--- src/rtl/alu_issue.sv ---
// Operand-fetch, issue and writeback stage around a combinational ALU.
// Holds the 32x32 register file; one command in flight, with a bypass from the retiring result.
module alu_issue (
  input  logic        clk,
  input  logic        rst_n,
  input  logic        in_valid,
  output logic        in_ready,
  input  logic [3:0]  in_op,
  input  logic [4:0]  in_rd,
  input  logic [4:0]  in_rs1,
  input  logic [4:0]  in_rs2,
  input  logic [31:0] in_imm,
  input  logic        in_use_imm,
  output logic [31:0] alu_a,
  output logic [31:0] alu_b,
  output logic [3:0]  alu_op,
  input  logic [31:0] alu_res,
  output logic        out_valid,
  input  logic        out_ready,
  output logic [4:0]  out_rd,
  output logic [31:0] out_data,
  input  logic [4:0]  dbg_addr,
  output logic [31:0] dbg_data
);

  localparam int unsigned DW   = 32;
  localparam int unsigned AW   = 5;
  localparam int unsigned NREG = 32;
  localparam logic [3:0]  ALU_NONE = 4'd0;

  logic [DW-1:0] regs [NREG];
  logic          accept;
  logic          retire;
  logic          wb_en;
  logic [DW-1:0] src_a;
  logic [DW-1:0] src_b;

  assign in_ready = !out_valid || out_ready;
  assign accept   = in_valid && in_ready;
  assign retire   = out_valid && out_ready;
  assign wb_en    = retire && (out_rd != '0);
  assign out_data = alu_res;
  assign dbg_data = (dbg_addr == '0) ? '0 : regs[dbg_addr];

  // Source operand read with bypass from the result retiring this cycle
  always_comb begin
    src_a = '0;
    src_b = in_imm;
    if (in_rs1 != '0) begin
      src_a = (wb_en && (out_rd == in_rs1)) ? alu_res : regs[in_rs1];
    end
    if (!in_use_imm) begin
      src_b = '0;
      if (in_rs2 != '0) begin
        src_b = (wb_en && (out_rd == in_rs2)) ? alu_res : regs[in_rs2];
      end
    end
  end

  // One-entry issue register
  always_ff @(posedge clk or negedge rst_n) begin
    if (!rst_n) begin
      out_valid <= 1'b0;
      alu_a     <= '0;
      alu_b     <= '0;
      alu_op    <= ALU_NONE;
      out_rd    <= '0;
    end else if (accept) begin
      out_valid <= 1'b1;
      alu_a     <= src_a;
      alu_b     <= src_b;
      alu_op    <= in_op;
      out_rd    <= in_rd;
    end else if (retire) begin
      out_valid <= 1'b0;
    end
  end

  // Register file; entry 0 is never written
  always_ff @(posedge clk or negedge rst_n) begin
    if (!rst_n) begin
      for (int unsigned i = 0; i < NREG; i++) begin
        regs[AW'(i)] <= '0;
      end
    end else if (wb_en) begin
      regs[out_rd] <= alu_res;
    end
  end

endmodule
--- config.mk ---
export PLATFORM = sky130hd
export DESIGN_NAME = alu_issue
export DESIGN_NICKNAME = d
export VERILOG_FILES = /design/src/rtl/alu_issue.sv
export SDC_FILE = /design/constraint.sdc
export NUM_CORES = 2
export LEC_CHECK = 0
export CAP_MARGIN = 10
export CORE_MARGIN = 1
export CORE_UTILIZATION = 59
export DETAILED_ROUTE_END_ITERATION = 12
export DONT_BUFFER_PORTS = 1
export PLACE_DENSITY_LB_ADDON = 0.05
export SKIP_LAST_GASP = 1
export SYNTH_ARGS = -nofsm -noshare
export SYNTH_HDL_FRONTEND = slang
export SYNTH_SLANG_ARGS = --single-unit
--- constraint.sdc ---
create_clock -name clk -period 3.07 [get_ports clk]
set_input_delay 0.614 -clock clk [delete_from_list [all_inputs] [get_ports clk]]
set_output_delay 0.614 -clock clk [all_outputs]
set_load 0.05 [all_outputs]
==> summary.txt <==
Pwr
  • Leak pwr: 30.9 nW
  • Worst vdd ir: around 0.5 mV
  • PwrDens: 721 mW/mm^2
  • Power consumption: 0.0525 W

GRT
  • Pin count of the biggest net entering global routing: 1099
  • Vias in the first global route: 43955
  • Initial antenna violation count: 5
  • Grt total ovfl: 0
  • First-pass GRT wire length: 317000 um
  • Gr usage total: 39.1%

Clock tree
  • Clock H-tree levels: 3
  • CTS Buf Count: 119
  • Buffer levels on the longest clock path: 3
  • Worst skew pair latency: 0.72 ns
  • Clock transition at path regs: 0.07 ns
  • CTS tree: done
  • Clk sinks: 1098
  • Clock Tree Root: clkbuf_16

Timing
  • # setup viols final: 28
  • FMAX: 306 MHz
  • Final Hold Slack: -0.0269 ns
  • RSZ-0062 raised after global routing: yes
  • Final Cycle Share: 106%
  • Clock Skews: 0.0171 ns
  • Slew @ Worst Pin: 1.03 ns
  • Count of final hold-check violations: 8
  • Period minus WS final: around 3.3 ns
  • Final worst setup slack: -0.199 ns
  • Final Max Slew Viols: 0
  • Max-slew headroom: 31.4%

Logic synthesis
  • Synth cell types: 39
  • Syn avg cell area: 15.0 sq um
  • EDFF count, synth: 0
  • Synth top area share: 41.7%
  • Yosys reg bits: approximately 1100
  • Async SR Flop Fraction: 100%
  • Mapped Cells: 4394
  • Ranking of synthesized cells by area: dfrtp_1 (42%), mux4_2 (26%), mux2_2 (17%), mux2i_1 (4.4%), a221oi_1 (2.1%)
  • Synthesized Nets: 4487
  • Post-synthesis cell area: 0.0659 sq mm
  • Synth warn: 0
  • Synth Flop Type: dfrtp_1
  • Area leader, netlist: dfrtp_1
  • Share of the yosys chip area belonging to registers: 41.7%

Setup path
  • Worst stage delay on the critical path: slightly below 0.5 ns
  • CP max-delay cell: mux4_2
  • Startpoint Class: flip-flop
  • Origin of the critical flop-to-flop path: out_rd[4]
  • Worst-path cell chain: mux4_2 -> mux4_2 -> mux2i_1 -> buf_4 -> nor2_2 -> buf_6
  • Worst setup EP type: output pin
  • R2R cell count: 7
  • Critical Path Fanout Max: 2
  • Worst r2r dst: alu_b[31]
  • WP data required: 2.46 ns
  • CP arrival: 2.65 ns
  • Worst path bufs/invs: 2
  • Type of the worst setup path: reg -> out
  • Worst reg-to-reg setup slack: about 0.26 ns
  • Worst path most repeated cell: mux4_2
  • CP delay by family, top: multiplexers

Routing
  • Final wirelength: 218000 um
  • Post-DR wirelength/cell: 37.7 um
  • 1st-pass router iterations: 5
  • DRC Markers: 0
  • Final ANT Viol Nets: 0
  • DR vias: 44047
  • Via/cell ratio: 7.61
  • Initial DRC count: about 5400

Placed design
  • Number of cells after detailed placement: between 5000 and 6000
  • PortBufs: 0
  • HPWL after detailed placement: 112000 um
  • Pre-CTS WS: -0.0457 ns
  • GPL Wtd Cong: between 0.8 and 0.9

Hold path
  • Worst Hold Class: in -> async

Finish
  • Fillers: 7881
  • Fin nets: 4286
  • Final non-filler cell total: ~5800
  • Multi-input logic area: roughly 0.037 sq mm
  • Layout area overhead: 10.3%
  • Storage cell area: 0.0275 sq mm
  • Share of layout cells above drive strength 1: between 50% and 60%

Die
  • Die width: 336 um
  • Row count: 122
  • Core Box Area: 0.111 sq mm
  • Height of the die: 336 um
  • Die area: roughly 0.11 sq mm
  • Initial Util: 59.6%
  • Number of top-level pins: 232

Flow run
  • Max_cap viols: 0

Run status
  • Failing checks: hold timing, setup timing
  • Status: finished with violations
==> through the flow <==
step / utilization [%] / cell area, sq um / hold slack, ns / TNS [ns]
after CTS: 65.2 / 72100 / -0.383 / -3.13
after floorplan: - / 66000 / 0.318 / 0
after detailed placement: 60.9 / 67400 / 0.384 / -0.0457
after global routing: 65.7 / 72700 / 0.0218 / -3.36
final: 65.7 / 72700 / -0.0269 / -1.83
after global placement: 60.9 / 67400 / 0.381 / -0.0907
==> cell usage in the layout (no fill, tap or decap), types with 3 or more instances in the layout <==
cell / netlist / layout
dfrtp_1: 1098 / 1098
mux2_2: 983 / 983
mux4_2: 768 / 768
mux2i_1: 288 / 269
buf_4: 56 / 161
a221oi_1: 160 / 160
clkbuf_16: 0 / 125
nand2b_1: 69 / 68
a22o_1: 64 / 64
o21a_1: 64 / 64
o21ai_0: 64 / 64
buf_12: 0 / 49
nor2_4: 0 / 38
nor2_1: 92 / 35
nand3_1: 36 / 35
nand2_1: 39 / 34
a31oi_1: 32 / 32
a22oi_1: 32 / 32
clkinv_2: 0 / 27
nor2_2: 0 / 19
clkbuf_8: 0 / 19
bufinv_16: 0 / 17
clkbuf_1: 324 / 15
dlygate4sd3_1: 0 / 13
mux2i_4: 0 / 12
clkinvlp_4: 0 / 11
mux2_1: 9 / 9
mux2i_2: 0 / 7
clkinv_4: 0 / 6
buf_16: 0 / 6
xor2_1: 5 / 5
nand2_4: 0 / 5
xnor2_1: 5 / 5
inv_6: 0 / 5
nor2b_1: 6 / 4
diode_2: 0 / 3
==> registers in the layout (all words and copies together), names as in the netlist <==
register,cells
regs,1024
alu_a,32
alu_b,32
out_rd,5
alu_op,4
out_valid,1
==> kinds of logic after synthesis <==
family | synth area share [%]
multiplexers | 47.5
XOR/XNOR | 0.133
AO/OA/AOI/OAI | 4.97
buffers and inverters | 3.81
flip-flops | 41.7
AND/OR/NAND/NOR | 1.87
==> where the power goes <==
part           internal [W]  switching [W]
Combinational       0.00909        0.00448
Sequential           0.0184        0.00491
Clock               0.00920        0.00636
==> how the worst max path moves through the flow <==
stage | startpoint | endpoint | depth (start not counted)
2_1_floorplan | dbg_addr[0] | dbg_data[30] | 7
3_3_place_gp | dbg_addr[0] | dbg_data[22] | 5
3_5_place_dp | dbg_addr[0] | dbg_data[22] | 5
4_1_cts | regs[63] | dbg_data[31] | 6
5_1_grt | regs[63] | dbg_data[31] | 6
6_report | regs[127] | dbg_data[31] | 6
==> cell usage after synthesis (all sizes together) (3+ instances only) <==
cell type,number
nand2b,69
inv,3
a22oi,32
nor2,92
a22o,64
o21ai,64
mux4,768
nand3,36
o21a,64
xor2,5
clkbuf,324
nand2,39
mux2i,288
buf,231
a221oi,160
and2,3
mux2,992
xnor2,5
a31oi,32
dfrtp,1098
nor2b,6
==> routing by layer <==
metal	up-vias	track usage [%]	wire length [um]
li1	17100	-	-
met4	2	14.9	8300
met2	2592	58.9	101000
met3	478	9.57	22700
met5	-	0.468	21
met1	23875	55.2	86000
==> what timing repair did <==
action | in CTS | in global routing
hold buffers | 12 | 2
cloned | 0 | 2
resized for setup | 28 | 18
buffers inserted | 38 | 35
endpoints found under the hold margin | 1111 | 248
pin swaps | 4 | 5
endpoints found under the setup margin | 32 | 224
==> layout make-up <==
cell class | count | share of cell area [%]
inverter | 3 | 0.0189
clock inverter | 66 | 1.13
antenna | 3 | 0.0103
timing repair buffer | 233 | 3.52
multi-input combinational | 2738 | 50.3
tap | 1488 | 2.56
sequential | 1098 | 37.8
clock buffer | 157 | 4.67
No activity file was read; power rests on OpenSTA's default activity.
